===== src/rtl/led_write_arbiter_if.sv =====
// rtl/led_write_arbiter_if.sv - requester handshake and LED write bus signals
interface led_write_arbiter_if;
  logic [1:0] REQ_VALID;
  logic [1:0] REQ_LOCK;
  logic [7:0] REQ0_ADDR;
  logic [7:0] REQ0_DATA;
  logic [7:0] REQ1_ADDR;
  logic [7:0] REQ1_DATA;
  logic [1:0] REQ_READY;
  logic [7:0] BUS_ADDR;
  logic [7:0] BUS_DATA;
  logic       BUS_WE;
  logic       ADDR_ERR;

  // Requester side: presents writes, observes ready and the registered bus.
  modport master (
    output REQ_VALID, REQ_LOCK, REQ0_ADDR, REQ0_DATA, REQ1_ADDR, REQ1_DATA,
    input  REQ_READY, BUS_ADDR, BUS_DATA, BUS_WE, ADDR_ERR
  );

  // Arbiter side.
  modport slave (
    input  REQ_VALID, REQ_LOCK, REQ0_ADDR, REQ0_DATA, REQ1_ADDR, REQ1_DATA,
    output REQ_READY, BUS_ADDR, BUS_DATA, BUS_WE, ADDR_ERR
  );
endinterface


===== src/rtl/led_write_arbiter.sv =====
// rtl/led_write_arbiter.sv - round-robin two-requester LED write arbiter with lock; optional LED_ARB_STATS_EN grant counters
module led_write_arbiter #(
  parameter logic [7:0] LedBaseAddress = 8'hC0,
  parameter int         MaxLockBeats   = 4
) (
  input  logic               CLK,
  input  logic               RESET,
  led_write_arbiter_if.slave bus
`ifdef LED_ARB_STATS_EN
  ,
  input  logic               STATS_CLR,
  output logic [7:0]         GRANT_CNT0,
  output logic [7:0]         GRANT_CNT1
`endif
);

  localparam logic [7:0] LedLastAddress = LedBaseAddress + 8'd1;
  localparam logic [3:0] MaxBeats       = 4'(MaxLockBeats);

  typedef enum logic [1:0] {
    ST_ARB   = 2'd0,
    ST_LOCK0 = 2'd1,
    ST_LOCK1 = 2'd2
  } state_e;

  state_e     state_q, state_d;
  logic       last_grant_q, last_grant_d;
  logic [3:0] lock_cnt_q, lock_cnt_d;
  logic [7:0] bus_addr_q, bus_addr_d;
  logic [7:0] bus_data_q, bus_data_d;
  logic       bus_we_q, bus_we_d;
  logic       addr_err_q, addr_err_d;

  logic [1:0] ready;
  logic       xfer;
  logic       win;
  logic       win_lock;
  logic [7:0] win_addr;
  logic [7:0] win_data;
  logic       in_window;

  // Grant selection: round-robin in ARB, only the lock holder while locked.
  always_comb begin
    ready = 2'b00;
    case (state_q)
      ST_ARB: begin
        if (bus.REQ_VALID == 2'b11) begin
          ready = last_grant_q ? 2'b01 : 2'b10;
        end else begin
          ready = bus.REQ_VALID;
        end
      end
      ST_LOCK0: ready = {1'b0, bus.REQ_VALID[0]};
      ST_LOCK1: ready = {bus.REQ_VALID[1], 1'b0};
      default:  ready = 2'b00;
    endcase
  end

  assign xfer      = |ready;
  assign win       = ready[1];
  assign win_lock  = bus.REQ_LOCK[win];
  assign win_addr  = win ? bus.REQ1_ADDR : bus.REQ0_ADDR;
  assign win_data  = win ? bus.REQ1_DATA : bus.REQ0_DATA;
  assign in_window = (win_addr == LedBaseAddress) || (win_addr == LedLastAddress);

  assign bus.REQ_READY = ready;
  assign bus.BUS_ADDR  = bus_addr_q;
  assign bus.BUS_DATA  = bus_data_q;
  assign bus.BUS_WE    = bus_we_q;
  assign bus.ADDR_ERR  = addr_err_q;

  // Next state: enter lock on a locking win, leave on unlock or beat limit.
  always_comb begin
    state_d      = state_q;
    last_grant_d = last_grant_q;
    lock_cnt_d   = lock_cnt_q;
    if (xfer) begin
      last_grant_d = win;
      if (state_q == ST_ARB) begin
        if (win_lock && (MaxBeats > 4'd1)) begin
          state_d    = win ? ST_LOCK1 : ST_LOCK0;
          lock_cnt_d = 4'd1;
        end
      end else if (!win_lock || ((lock_cnt_q + 4'd1) >= MaxBeats)) begin
        state_d    = ST_ARB;
        lock_cnt_d = 4'd0;
      end else begin
        lock_cnt_d = lock_cnt_q + 4'd1;
      end
    end
  end

  // Bus stage: forward in-window writes, flag out-of-window ones and hold the bus.
  always_comb begin
    bus_we_d   = 1'b0;
    addr_err_d = 1'b0;
    bus_addr_d = bus_addr_q;
    bus_data_d = bus_data_q;
    if (xfer) begin
      if (in_window) begin
        bus_we_d   = 1'b1;
        bus_addr_d = win_addr;
        bus_data_d = win_data;
      end else begin
        addr_err_d = 1'b1;
      end
    end
  end

  // Arbitration and bus registers; last_grant resets to 1 so requester 0 wins first.
  always_ff @(posedge CLK or posedge RESET) begin
    if (RESET) begin
      state_q      <= ST_ARB;
      last_grant_q <= 1'b1;
      lock_cnt_q   <= 4'd0;
      bus_addr_q   <= 8'h00;
      bus_data_q   <= 8'h00;
      bus_we_q     <= 1'b0;
      addr_err_q   <= 1'b0;
    end else begin
      state_q      <= state_d;
      last_grant_q <= last_grant_d;
      lock_cnt_q   <= lock_cnt_d;
      bus_addr_q   <= bus_addr_d;
      bus_data_q   <= bus_data_d;
      bus_we_q     <= bus_we_d;
      addr_err_q   <= addr_err_d;
    end
  end

`ifdef LED_ARB_STATS_EN
  logic [7:0] grant_cnt0_q, grant_cnt0_d;
  logic [7:0] grant_cnt1_q, grant_cnt1_d;

  // Saturating per-requester accept counters; clear beats a same-cycle increment.
  always_comb begin
    grant_cnt0_d = grant_cnt0_q;
    grant_cnt1_d = grant_cnt1_q;
    if (STATS_CLR) begin
      grant_cnt0_d = 8'h00;
      grant_cnt1_d = 8'h00;
    end else if (xfer) begin
      if (!win && (grant_cnt0_q != 8'hFF)) grant_cnt0_d = grant_cnt0_q + 8'd1;
      if (win && (grant_cnt1_q != 8'hFF)) grant_cnt1_d = grant_cnt1_q + 8'd1;
    end
  end

  // Counter registers.
  always_ff @(posedge CLK or posedge RESET) begin
    if (RESET) begin
      grant_cnt0_q <= 8'h00;
      grant_cnt1_q <= 8'h00;
    end else begin
      grant_cnt0_q <= grant_cnt0_d;
      grant_cnt1_q <= grant_cnt1_d;
    end
  end

  assign GRANT_CNT0 = grant_cnt0_q;
  assign GRANT_CNT1 = grant_cnt1_q;
`endif

endmodule

===== src/flat_wrapper.sv =====
// flat-port wrapper written by rule: the top's interface ports become plain ports
module led_write_arbiter_flat 
#(
  parameter logic [7:0] LedBaseAddress = 8'hC0,
  parameter int         MaxLockBeats   = 4
)
  (CLK, RESET, bus_REQ_VALID, bus_REQ_LOCK, bus_REQ0_ADDR, bus_REQ0_DATA, bus_REQ1_ADDR, bus_REQ1_DATA, bus_REQ_READY, bus_BUS_ADDR, bus_BUS_DATA, bus_BUS_WE, bus_ADDR_ERR);
  led_write_arbiter_if bus_i ();
  input  logic CLK;
  input  logic RESET;
  input wire logic [$bits(bus_i.REQ_VALID)-1:0] bus_REQ_VALID;
  input wire logic [$bits(bus_i.REQ_LOCK)-1:0] bus_REQ_LOCK;
  input wire logic [$bits(bus_i.REQ0_ADDR)-1:0] bus_REQ0_ADDR;
  input wire logic [$bits(bus_i.REQ0_DATA)-1:0] bus_REQ0_DATA;
  input wire logic [$bits(bus_i.REQ1_ADDR)-1:0] bus_REQ1_ADDR;
  input wire logic [$bits(bus_i.REQ1_DATA)-1:0] bus_REQ1_DATA;
  output wire logic [$bits(bus_i.REQ_READY)-1:0] bus_REQ_READY;
  output wire logic [$bits(bus_i.BUS_ADDR)-1:0] bus_BUS_ADDR;
  output wire logic [$bits(bus_i.BUS_DATA)-1:0] bus_BUS_DATA;
  output wire logic [$bits(bus_i.BUS_WE)-1:0] bus_BUS_WE;
  output wire logic [$bits(bus_i.ADDR_ERR)-1:0] bus_ADDR_ERR;
  assign bus_i.REQ_VALID = bus_REQ_VALID;
  assign bus_i.REQ_LOCK = bus_REQ_LOCK;
  assign bus_i.REQ0_ADDR = bus_REQ0_ADDR;
  assign bus_i.REQ0_DATA = bus_REQ0_DATA;
  assign bus_i.REQ1_ADDR = bus_REQ1_ADDR;
  assign bus_i.REQ1_DATA = bus_REQ1_DATA;
  assign bus_REQ_READY = bus_i.REQ_READY;
  assign bus_BUS_ADDR = bus_i.BUS_ADDR;
  assign bus_BUS_DATA = bus_i.BUS_DATA;
  assign bus_BUS_WE = bus_i.BUS_WE;
  assign bus_ADDR_ERR = bus_i.ADDR_ERR;
  led_write_arbiter #(.LedBaseAddress(LedBaseAddress), .MaxLockBeats(MaxLockBeats)) u_core (.CLK(CLK), .RESET(RESET), .bus(bus_i));
endmodule

===== config.mk =====
export PLATFORM = sky130hd
export DESIGN_NAME = led_write_arbiter_flat
export DESIGN_NICKNAME = d
export VERILOG_FILES = /design/src/rtl/led_write_arbiter_if.sv /design/src/rtl/led_write_arbiter.sv /design/src/flat_wrapper.sv
export SDC_FILE = /design/constraint.sdc
export NUM_CORES = 1
export LEC_CHECK = 0
export ABC_AREA = 1
export BUFFER_PORTS_ARGS = -buffer_cell sky130_fd_sc_hd__buf_2
export CORE_MARGIN = 5
export CORE_UTILIZATION = 45
export DETAILED_ROUTE_END_ITERATION = 8
export PLACE_DENSITY_LB_ADDON = 0.08
export SLEW_MARGIN = 20
export SYNTH_ARGS = -nofsm -noshare
export SYNTH_HDL_FRONTEND = slang
export SYNTH_SLANG_ARGS = --single-unit

===== constraint.sdc =====
create_clock -name CLK -period 4.36 [get_ports CLK]
set_input_delay 0.872 -clock CLK [delete_from_list [all_inputs] [get_ports CLK]]
set_output_delay 0.872 -clock CLK [all_outputs]
set_load 0.01 [all_outputs]

==> impl.org, run 1 <==
** Clock network
- Number of clock sinks seen by CTS :: 25
- Hold buffer count at CTS :: 0
- The number of gates resized after CTS was 0.
- CTS tree :: built
- Clock-pin slew was measured on the worst setup and hold paths at roughly 0.13 ns.
- # Post-CTS Setup Buffers :: 0
- H-tree levels :: 1
- Buffers inserted during clock tree synthesis total 3.
- The clock passes through at most 2 buffers.
- CTS root buf :: sky130_fd_sc_hd__clkbuf_4
- Clock latency on the worst-skew pair :: 0.31 ns

** Die
- Horizontal extent of the die :: 64.6 microns
- For this configuration, the core starts out at a cell density of 47.8%.
- During I/O placement, the number of pins put on the boundary was 58.
- The die covers 4170 sq um.
- Chip Height :: roughly 65 microns
- After floorplanning, the core was divided into 19 placement rows.
- Core footprint :: 2810 sq um

** Final layout
- Diodes inserted :: 0
- Layout cell share with drive strength beyond 1 :: 29.2%
- The library cell used most frequently in the layout, excluding fill and tap cells, is sky130_fd_sc_hd__nand2_1.
- The library cells used most frequently in the layout, excluding fill and tap cells, are sky130_fd_sc_hd__nand2_1 (82), sky130_fd_sc_hd__buf_2 (57), sky130_fd_sc_hd__dfrtp_1 (24).
- From synthesis to final layout, the design area changed by 23.8%.
- In the final design database the tool counted around 270 nets.

** STA
- Setup total negative slack :: 0 ns
- Max Fclk :: between 300 and 400 MHz
- Setup repair after global routing left no endpoint under its margin.
- Post-layout minimum cycle time :: 2.70 ns
- Fraction of the cycle the final worst path needs :: 61.8%
- For the pin with the worst max-slew slack, the measured transition is 0.842 ns.
- Total of endpoints with negative setup slack in the final report :: 0
- Between clock sinks in the finished design, the worst skew comes to approximately 0.011 ns.
- The number of hold-slack violations in the final timing report is 0.
- The worst pin sits at a relative slew slack of 43.5%.
- The worst path meets setup with approximately 1.7 ns of slack.
- The number of max-slew violations in the final report was 0.

** Synth
- Top cell type's share of synthesized area :: 44.8%
- Synthesis handed over a netlist of 178 instances.
- sky130_fd_sc_hd__dfrtp_1 takes more of the synthesized area than any other cell.
- In this run the mean area of a mapped cell was approximately 7.5 sq um.
- Ranked by total cell area, the synthesized netlist is headed by sky130_fd_sc_hd__dfrtp_1 (45%), sky130_fd_sc_hd__nand2_1 (23%), sky130_fd_sc_hd__inv_1 (6.4%), sky130_fd_sc_hd__nand4_1 (4.7%), sky130_fd_sc_hd__nand3_4 (2.6%).
- The synthesized netlist contains 20 unique library cells.
- Netlist area before placement :: ~1300 sq um
- Sequential cells were found to cover 46.7% of the synthesized design area.
- Warnings from Yosys :: 0
- After synthesis the netlist holds a flip-flop and latch count of 25.
- Syn Nets :: 217

** Worst setup path
- Launching element type of the critical path :: input port
- Critical path required time :: 3.49 ns
- Endpoint arrival time on the critical path :: 1.82 ns
- Worst reg2reg path endpoint :: u_core.bus.BUS_DATA[7]$_DFFE_PP0P_
- The worst setup path is captured at a primary output.
- The critical path goes through buf_2 > inv_1 > nor2_4 > nand2_4 > inv_1 > buf_2.
- For flop-to-flop paths, the worst setup slack is roughly 2.4 ns.
- Classification of the worst setup path :: input port to primary output
- For this design, the slowest cell found on the critical path is sky130_fd_sc_hd__inv_1.
- Startpoint of the most critical register-to-register path :: u_core.last_grant_q$_DFFE_PP1P_
- For this run, the slowest stage of the critical path takes about 0.28 ns.
- Crit-path max FO :: 19
- Depth of the worst register-to-register path :: 7

** Power
- Power per unit of standard cell area :: between 400 and 500 nW/um^2
- Switch Pwr :: 0.309 mW
- Combinational share of power :: 42.1%
- P_leak :: ~1.0 nW
- Largest voltage drop on the vdd net :: 176 uV
- Sequential Power Share :: between 40 and 50%
- Net switching is 41.3% of the power.
- Clock group share of total power :: between 10% and 20%
- Int Pwr :: around 0.44 mW

** GRT
- Initial antenna violation count :: 0
- The first global-routing pass estimated 5.16 mm of wire.
- The number of global-route vias before repair came to 1292.
- Total GRT Usage :: between 10% and 20%
- For this run the aggregate overflow at the end of global routing stands at 0.
- Entering global routing, the biggest net connects 26 pins.

** Worst hold path
- Hold path depth :: 2
- Hold EP :: u_core.bus.BUS_ADDR[7]$_DFFE_PP0P_
- The startpoint identified for the worst hold timing path is u_core.bus.BUS_ADDR[7]$_DFFE_PP0P_.
- Class of the tightest hold or removal check :: flop to flop

** Detailed routing
- Total wirelength of the detailed-routed design :: 2.88 mm
- Dividing the detail-routed wire length by the instance count gives 10.9 microns.
- The first detailed-routing pass ran for 4 iterations.
- The detail route stage leaves a number of antenna-violating nets equal to 0.
- Number of violations reported at the end of detailed-routing iteration 0 :: 47
- The detailed router placed 1254 vias in this run.
- In the routed layout, each cell is associated on average with a via count of 4.75.
- Number of remaining DRC errors :: 0

** Outcome
- The run finished with clean final reports.

** Placement
- Number of buffers inserted by port buffering :: 57
- OpenSTA, run right after detailed placement, puts the worst setup slack at 1.66 ns.
- At the end of routability-driven placement, the weighted congestion stood at 0.853.
- Detailed placement HPWL :: 2.34 mm

** Job
- Max-cap check violation count :: 0
[layout make-up]
cell class / count / area (sq um)
fill: 284 / 1140
tap: 31 / 38.8
inverter: 23 / 86.3
multi-input combinational: 124 / 593
clock buffer: 3 / 22.5
sequential: 25 / 627
clock inverter: 1 / 7.51
timing repair buffer: 57 / 285
[worst max-delay path: cells and delay by family]
family / cells / cell delay [ns]
buf+inv: 4 / 0.60
simple gates: 2 / 0.35
[flip-flops by register name (all words and copies together), names as in the netlist]
| name | cells |
|---|---|
| u_core.bus.BUS_ADDR | 8 |
| u_core.bus.BUS_DATA | 8 |
| u_core.lock_cnt_q | 4 |
| u_core.state_q | 2 |
| u_core.bus.ADDR_ERR | 1 |
| u_core.bus.BUS_WE | 1 |
| u_core.last_grant_q | 1 |
[power by group through the flow]
stage	logic, mW	registers [mW]	clock network, mW
finish	0.315	0.332	0.102
global route	0.367	0.340	0.120
CTS	0.321	0.331	0.109
detailed placement	0.321	0.335	0
global placement	0.310	0.335	0
floorplan	0.212	0.348	0
[kinds of logic after synthesis]
logic type | count (synthesis) | synth area share [%]
simple gates | 115 | 39.6
buf+inv | 29 | 9.05
flops | 25 | 46.7
compound gates | 7 | 2.99
xor+xnor | 1 | 0.653
fa+ha+maj | 1 | 0.933
[layer usage]
metal / part of all wire, % / track usage [%] / vias to the layer above / routed length (microns)
met1: 45 / 17.9 / 554 / 1290
met3: 6.6 / 2.42 / 2 / 191
met5: 0 / 0 / - / 0
met4: 1.2 / 5.01 / 0 / 34
met2: 47 / 28.1 / 39 / 1370
li1: - / - / 659 / -
[worst max-delay path by stage]
stage / start / to / slack, ns / depth (start not counted)
after floorplan: bus_REQ_VALID[1] / bus_REQ_READY[1] / 2.06 / 5
after global placement: bus_REQ_VALID[1] / bus_REQ_READY[1] / 1.71 / 6
after detailed placement: bus_REQ_VALID[1] / bus_REQ_READY[1] / 1.66 / 6
after CTS: bus_REQ_VALID[1] / bus_REQ_READY[1] / 1.66 / 6
after global routing: bus_REQ_VALID[1] / bus_REQ_READY[1] / 1.56 / 6
final: bus_REQ_VALID[1] / bus_REQ_READY[1] / 1.66 / 6
[per-stage QoR]
stage                     utilization, %  total power [mW]  area [sq um]  instances  hold slack, ns
after CTS                           59.2             0.761          1660        264           0.478
final                               59.2             0.749          1660        264           0.473
after global placement              58.1             0.645          1630        260           0.441
after detailed placement            58.1             0.656          1630        260           0.445
after global routing                59.2             0.827          1660        264           0.521
after floorplan                        -             0.560          1340        178           0.475
[cell usage after synthesis]
| library cell | number |
|---|---|
| sky130_fd_sc_hd__nand2_4 | 1 |
| sky130_fd_sc_hd__buf_6 | 1 |
| sky130_fd_sc_hd__dfrtp_1 | 24 |
| sky130_fd_sc_hd__nor2_2 | 1 |
| sky130_fd_sc_hd__nor2_1 | 7 |
| sky130_fd_sc_hd__nand3_4 | 2 |
| sky130_fd_sc_hd__nand3_1 | 6 |
| sky130_fd_sc_hd__buf_2 | 4 |
| sky130_fd_sc_hd__ha_1 | 1 |
| sky130_fd_sc_hd__xor2_1 | 1 |
| sky130_fd_sc_hd__o21ai_0 | 5 |
| sky130_fd_sc_hd__a21boi_0 | 1 |
| sky130_fd_sc_hd__o21bai_1 | 1 |
| sky130_fd_sc_hd__dfstp_2 | 1 |
| sky130_fd_sc_hd__clkbuf_1 | 1 |
| sky130_fd_sc_hd__nand4_1 | 10 |
| sky130_fd_sc_hd__nand2_1 | 82 |
| sky130_fd_sc_hd__inv_1 | 23 |
| sky130_fd_sc_hd__nor2_4 | 2 |
| sky130_fd_sc_hd__nand3b_1 | 4 |
Power figures use the tool's default switching activity.
==> run 2, diff against run 1 <==
- clock period: 4.36 -> 2.5 ns (I/O delays scaled with it)
==> run 2 against run 1 <==
Compared with the run above:
- register-to-register slack lost 1.8 ns
- final area is 0.75% higher
- cell count rose by 0.76%
- first-iteration DRC count unchanged
- setup slack got worse by 1.3 ns
- die area unchanged
- clock skew is 0.0017 ns higher
- sequential share of layout area down 0.28 points
- routed wire length increased by 0.21%
- flip-flop and latch count unchanged
- hold slack lost 0.11 ns
- critical endpoint unchanged
- largest power group unchanged
==> impl.org, run 2 (synthesis results as in run 1) <==
** Outcome
- Outcome :: completed

** STA
- Final Hold Vio Count :: 0
- In the post-route analysis, the smallest setup slack over all paths is ~0.38 ns.
- Setup total negative slack :: 0 ns
- Static timing analysis puts the maximum clock frequency at approximately 470 MHz.
- Post-layout minimum cycle time :: 2.12 ns
- Slew Limit Headroom :: 38.8%
- The number of max-slew violations in the final report was 0.
- The worst path uses 84.9% of the clock period.
- Transition at the pin with the smallest max-transition slack :: approximately 0.92 ns
- Setup repair after global routing missed its margin :: no
- Setup violations remaining at the end of the flow were counted as 0.
- Across the routed clock network, the largest skew measured is 0.0128 ns.

** Placement
- Prior to clock tree synthesis, the placed netlist has a worst setup slack of between 0.5 and 0.6 ns.
- Routability congestion estimate from global placement :: 0.825
- Number of buffers inserted by port buffering :: 57
- The HPWL after detailed placement is 2.30 mm.
- Cell count after placement :: around 260

** Clock network
- TritonCTS buffer count :: 3
- In this run, post-CTS hold repair placed 0 buffers.
- Clock-pin slew was measured on the worst setup and hold paths at 0.14 ns.
- TritonCTS built the clock tree.
- Clock latency on the worst-skew pair :: 0.32 ns
- The tree built by TritonCTS fans out to 25 sinks.
- Buffer depth of the longest clock path :: 2
- Clock tree synthesis selected as its root buffer the cell sky130_fd_sc_hd__clkbuf_4.
- CTS built an H-tree with a depth of 1.
- # Post-CTS Setup Buffers :: 0
- In this run, post-CTS repair resized a total of 0 instances.

** Worst setup path
- The worst setup path is of the flop to primary output kind.
- The worst setup path is launched from a flop.
- Critical Path End Type :: primary output
- Endpoint arrival time on the critical path :: approximately 1.6 ns
- Crit-path max FO :: 19
- Critical path required time :: 2.00 ns

** Die
- Total Die Area :: ~4200 sq um
- Top Ports :: 58
- # rows :: 19
- Horizontal extent of the die :: approximately 65 microns
- The floorplan step defined a core boundary enclosing 2810 sq um.
- Once the floorplan was initialized, standard cells occupied between 40% and 50% of the core.
- In this run the vertical extent of the chip is 64.6 microns.

** Power
- Per report_power, the sequential group accounts for a little over two fifths of the total.
- Largest voltage drop on the vdd net :: between 200 and 300 uV
- The clock network accounts for 13.3% of the total power.
- Switching part of the total power :: 41.1%
- Per report_power, the combinational group accounts for around 43% of the total.
- Power per unit of standard cell area :: 789 nW/um^2
- P_leak :: 1.06 nW
- The design draws 1.32 mW.
- Switch Pwr :: ~0.54 mW
- Int Pwr :: around 0.78 mW

** Detailed routing
- In the routed layout, each cell is associated on average with a via count of 4.67.
- In the final routed layout, each cell accounts on average for 10.8 microns.
- First drt pass iteration count :: 4
- After detailed routing, the total wire length is slightly below 3 mm.
- In the routed design, unresolved DRC markers number 0.
- Number of violations reported at the end of detailed-routing iteration 0 :: 47
- Vias :: approximately 1.2k
- Once detail routing completed, the nets flagged for antenna violations numbered 0.

** GRT
- Summed over all layers, the global routing overflow is 0.
- Initial antenna violation count :: 0
- The number of global-route vias before repair was 1181.
- First-pass GRT wire length :: 4.95 mm
- Total GRT Usage :: 14.7%
- Pin count of the biggest net entering global routing :: 26

** Final layout
- In the layout the commonest cells are sky130_fd_sc_hd__nand2_1 (82), sky130_fd_sc_hd__buf_2 (57), sky130_fd_sc_hd__dfrtp_1 (24).
- Final layout net count :: 275
- Most frequent standard cell in the layout excluding fill and tap cells :: sky130_fd_sc_hd__nand2_1
- Excluding fillers, the count of instances in the completed layout stands at ~270.
- Area overhead of the layout relative to synthesis :: 24.7%
- Final core utilization :: 59.6%
- 0 antenna diodes ended up in the layout.
- The post-route netlist has 29.8% of its cells at a drive strength greater than 1.

** Worst hold path
- In this run the worst hold path is classified as input port to async pin.

** Job
- Max-cap check violation count :: 0
==> run 2: changes by cell type in the layout (fill, tap and decap cells not counted) <==
| cell | delta |
|---|---|
| sky130_fd_sc_hd__inv_1 | +1 |
| sky130_fd_sc_hd__clkinv_1 | -1 |
| sky130_fd_sc_hd__clkinvlp_4 | -1 |
| sky130_fd_sc_hd__buf_4 | +2 |
| sky130_fd_sc_hd__clkinv_2 | +1 |
==> run 2: per-stage QoR <==
| step | hold slack [ns] | area, sq um |
|---|---|---|
| CTS | 0.392 | 1670 |
| global placement | 0.443 | 1650 |
| floorplan | 0.475 | 1340 |
| detailed placement | 0.445 | 1650 |
| finish | 0.362 | 1670 |
| global route | 0.436 | 1670 |
==> run 2: cell type report <==
class	count	area, sq um
fill	279	1130
sequential	25	627
multi-input combinational	124	593
timing repair buffer	59	300
inverter	23	86.3
tap	31	38.8
clock buffer	3	22.5
clock inverter	1	5.00
==> run 2: final timing paths <==
check                           cells past startpoint  slack [ns]                          startpoint                                  to
worst min-delay path                                2        0.36                               RESET  u_core.bus.BUS_DATA[3]$_DFFE_PP0P_
max in group asynchronous                           2        1.57                               RESET  u_core.bus.BUS_DATA[4]$_DFFE_PP0P_
worst max register to register                      9        0.60     u_core.last_grant_q$_DFFE_PP1P_  u_core.bus.BUS_DATA[7]$_DFFE_PP0P_
worst max-delay path                                4        0.38       u_core.state_q[0]$_DFFE_PP0P_                    bus_REQ_READY[1]
min in group CLK                                    2        0.47  u_core.bus.BUS_ADDR[7]$_DFFE_PP0P_  u_core.bus.BUS_ADDR[7]$_DFFE_PP0P_
worst min register to register                      2        0.47  u_core.bus.BUS_ADDR[7]$_DFFE_PP0P_  u_core.bus.BUS_ADDR[7]$_DFFE_PP0P_
==> run 2: worst max-delay path: stages, from the launching register on <==
cell,delay [ns]
sky130_fd_sc_hd__dfrtp_1,0.45
sky130_fd_sc_hd__nor2_4,0.24
sky130_fd_sc_hd__nand2_4,0.17
sky130_fd_sc_hd__inv_1,0.27
sky130_fd_sc_hd__buf_2,0.19
==> run 2: power groups by stage <==
stage               sequential (mW)  clock (mW)  combinational, mW
global route                  0.596       0.209              0.650
finish                        0.579       0.176              0.565
global placement              0.585           0              0.555
floorplan                     0.607           0              0.370
detailed placement            0.586           0              0.574
CTS                           0.580       0.178              0.574
==> run 2: metal layers <==
layer	GRT usage, %	wire length, microns	share of wire (%)
met4	5.54	38	1.3
met1	19.5	1340	46
met3	2.94	166	5.8
met5	0	0	0
met2	23.8	1340	47
==> run 3, diff against run 2 <==
- clock period: 2.5 -> 2.22 ns (I/O delays scaled with it)
==> run 3 against run 2 <==
Compared with the run above:
- final area is 1.0% higher
- flip-flop and latch count is the same
- clock power increased by 17%
- non-clock buffer count increased by 2
- die area stayed put
- via count rose by 1.7%
- largest cell class unchanged
==> impl.org, run 3 (synthesis results as in run 1) <==
** Outcome
- Outcome :: completed

** Power
- For this design the static power due to leakage is 1.07 nW.
- Combinational share of power :: 42.9%
- Int Pwr :: around 0.9 mW
- Switch Pwr :: 0.627 mW
- Largest voltage drop on the vdd net :: 366 uV
- Power per unit of standard cell area :: approximately 890 nW/um^2
- Clock group share of total power :: ~14%
- Switching part of the total power :: about 41%
- Sequential cells account for 43.5% of the total power.

** STA
- The number of hold-slack violations in the final timing report came to 0.
- Max Fclk :: 531 MHz
- Fraction of the cycle the final worst path needs :: 84.8%
- Transition at the pin with the smallest max-transition slack :: between 0.6 and 0.7 ns
- Total of endpoints with negative setup slack in the final report :: 0
- Setup repair after global routing left no endpoint under its margin.
- Setup total negative slack on the finished layout was measured at 0 ns.
- The number of max-slew violations in the final report was 0.
- Post-Route Skew :: 0.0120 ns
- Slew Limit Headroom :: 53.6%
- For the finished layout, the period the worst path requires is 1.88 ns.

** Detailed routing
- First drt pass iteration count :: 4
- Post-DR vias/cell :: 4.71
- Routed length per placed instance :: 11.2 microns
- The detailed router finished its first iteration with 30 violations.
- Vias :: 1263
- For this block, the routed nets add up to 3.01 mm of wire.
- Number of remaining DRC errors :: 0
- The count of nets left with antenna violations once routing finished came out at 0.

** Clock network
- Buffer depth of the longest clock path :: 2
- Buffers added to address setup during post-CTS repair amount to 0.
- Cts repair resizes :: 0
- In this run the number of H-tree levels came out at 1.
- Clock latency on the worst-skew pair :: 0.32 ns
- TritonCTS built the clock tree.
- Number of clock sinks seen by CTS :: 25
- Clock tree synthesis inserted a total of 3 buffers.
- Clock edge transition at the registers on the reported setup and hold paths :: around 0.15 ns
- Hold buffer count at CTS :: 0
- The tree is rooted in a sky130_fd_sc_hd__clkbuf_4.

** Die
- Total Die Area :: 4170 sq um
- Starting Density :: a little under half
- After floorplanning, the core was divided into 19 placement rows.
- The floorplan step defined a core boundary enclosing 2810 sq um.
- Top Ports :: 58
- The die is 64.6 microns tall.
- Horizontal extent of the die :: 64.6 microns

** Final layout
- Layout cell share with drive strength beyond 1 :: 30.4%
- Area overhead of the layout relative to synthesis :: 26.0%
- Number of inserted filler cells in the final layout :: between 200 and 300
- Summing all multi-input logic gate instances after layout gives between 500 and 600 sq um.
- Most used cells in the layout excluding fill and tap cells :: sky130_fd_sc_hd__nand2_1 (82), sky130_fd_sc_hd__buf_2 (57), sky130_fd_sc_hd__dfrtp_1 (24)
- Final core utilization :: 60.3%
- The library cell used most frequently in the layout, excluding fill and tap cells, is sky130_fd_sc_hd__nand2_1.
- Final layout net count :: 277
- The number of antenna diodes in the final layout is 0.
- Registers take 627 sq um.

** Worst setup path
- Depth of the worst register-to-register path :: 9
- For the worst setup path, the data required time is 1.78 ns.
- STA classifies the critical path endpoint as a primary output.
- Of all nets on the critical path, the largest fanout is 19.
- For the worst setup path, the data arrival time is around 1.4 ns.
- Worst reg2reg path endpoint :: u_core.bus.BUS_DATA[5]$_DFFE_PP0P_
- Setup slack on the worst reg-to-reg path comes out at 0.37 ns.
- Worst setup startpoint :: u_core.last_grant_q$_DFFE_PP1P_
- Startpoint of the most critical register-to-register path :: u_core.last_grant_q$_DFFE_PP1P_
- Classification of the worst setup path :: flop to primary output
- In this run the worst setup path terminates at bus_REQ_READY[1].
- STA classifies the critical path startpoint as a flop.

** GRT
- Pin count of the biggest net entering global routing :: 20
- The first global-routing pass estimated 5.26 mm of wire.
- Total GRT Usage :: 15.5%
- Initial antenna violation count :: 0
- Congestion Overflow GR :: 0
- The number of global-route vias before repair came to 1211.

** Placement
- Input and output buffers added on the ports amount to 57.
- Detailed placement finished with a half-perimeter wire length of 2.47 mm.
- The congestion estimate from routability-driven global placement came to approximately 0.77.

** Worst hold path
- The tightest min-delay check is of the input port to async pin type.

** Job
- Max-cap check violation count :: 0
-- run 3: cell types whose count changed in the layout (fill, tap and decap cells not counted) --
cell,before,now
sky130_fd_sc_hd__clkinv_2,1,0
sky130_fd_sc_hd__clkinvlp_4,0,1
sky130_fd_sc_hd__buf_4,2,4
-- run 3: final cells by class --
class / instances / share of cell area (%)
flip-flops and latches: 25 / 37.1
multi-input cells: 124 / 35.1
repair buffers: 61 / 18.7
inverters: 23 / 5.11
well taps: 31 / 2.29
clock buffers: 3 / 1.33
clock inverters: 1 / 0.444
-- run 3: worst min-delay path by stage --
stage	from	end	slack, ns
after detailed placement	u_core.bus.BUS_ADDR[7]$_DFFE_PP0P_	u_core.bus.BUS_ADDR[7]$_DFFE_PP0P_	0.45
after floorplan	RESET	u_core.bus.ADDR_ERR$_DFF_PP0_	0.47
after CTS	RESET	u_core.bus.BUS_ADDR[1]$_DFFE_PP0P_	0.22
after global placement	u_core.bus.BUS_ADDR[1]$_DFFE_PP0P_	u_core.bus.BUS_ADDR[1]$_DFFE_PP0P_	0.44
final	RESET	u_core.bus.BUS_ADDR[1]$_DFFE_PP0P_	0.21
after global routing	RESET	u_core.bus.BUS_DATA[3]$_DFFE_PP0P_	0.26
-- run 3: power groups by stage --
stage | sequential (mW) | clock [mW] | combinational, mW
after floorplan | 0.683 | 0 | 0.417
after CTS | 0.656 | 0.210 | 0.656
after detailed placement | 0.663 | 0 | 0.653
final | 0.658 | 0.206 | 0.649
after global routing | 0.674 | 0.238 | 0.743
after global placement | 0.663 | 0 | 0.634
-- run 3: metrics by stage --
| step | std cells | power [mW] | hold WS (ns) | setup slack [ns] | area [sq um] |
|---|---|---|---|---|---|
| 2_1_floorplan | 178 | 1.10 | 0.471 | 0.703 | 1340 |
| 3_3_place_gp | 264 | 1.30 | 0.444 | 0.407 | 1660 |
| 3_5_place_dp | 264 | 1.32 | 0.447 | 0.360 | 1660 |
| 4_1_cts | 268 | 1.52 | 0.221 | 0.328 | 1690 |
| 5_1_grt | 268 | 1.66 | 0.259 | 0.190 | 1690 |
| 6_report | 268 | 1.51 | 0.206 | 0.337 | 1690 |
-- run 3: per-layer routing --
| metal | global-route usage, % | vias up | share of wire, % |
|---|---|---|---|
| met5 | 0 | - | 0 |
| met4 | 3.96 | 0 | 0.90 |
| met3 | 2.42 | 2 | 6.8 |
| met2 | 25.4 | 44 | 45 |
| met1 | 21.4 | 550 | 48 |
| li1 | - | 667 | - |
-- run 3: worst max-delay path, stage by stage (launching register included) --
cell and delay (ns):
sky130_fd_sc_hd__dfstp_2 0.60, sky130_fd_sc_hd__nand3_4 0.13, sky130_fd_sc_hd__nand2_4 0.18, sky130_fd_sc_hd__inv_1 0.08
sky130_fd_sc_hd__buf_2 0.14
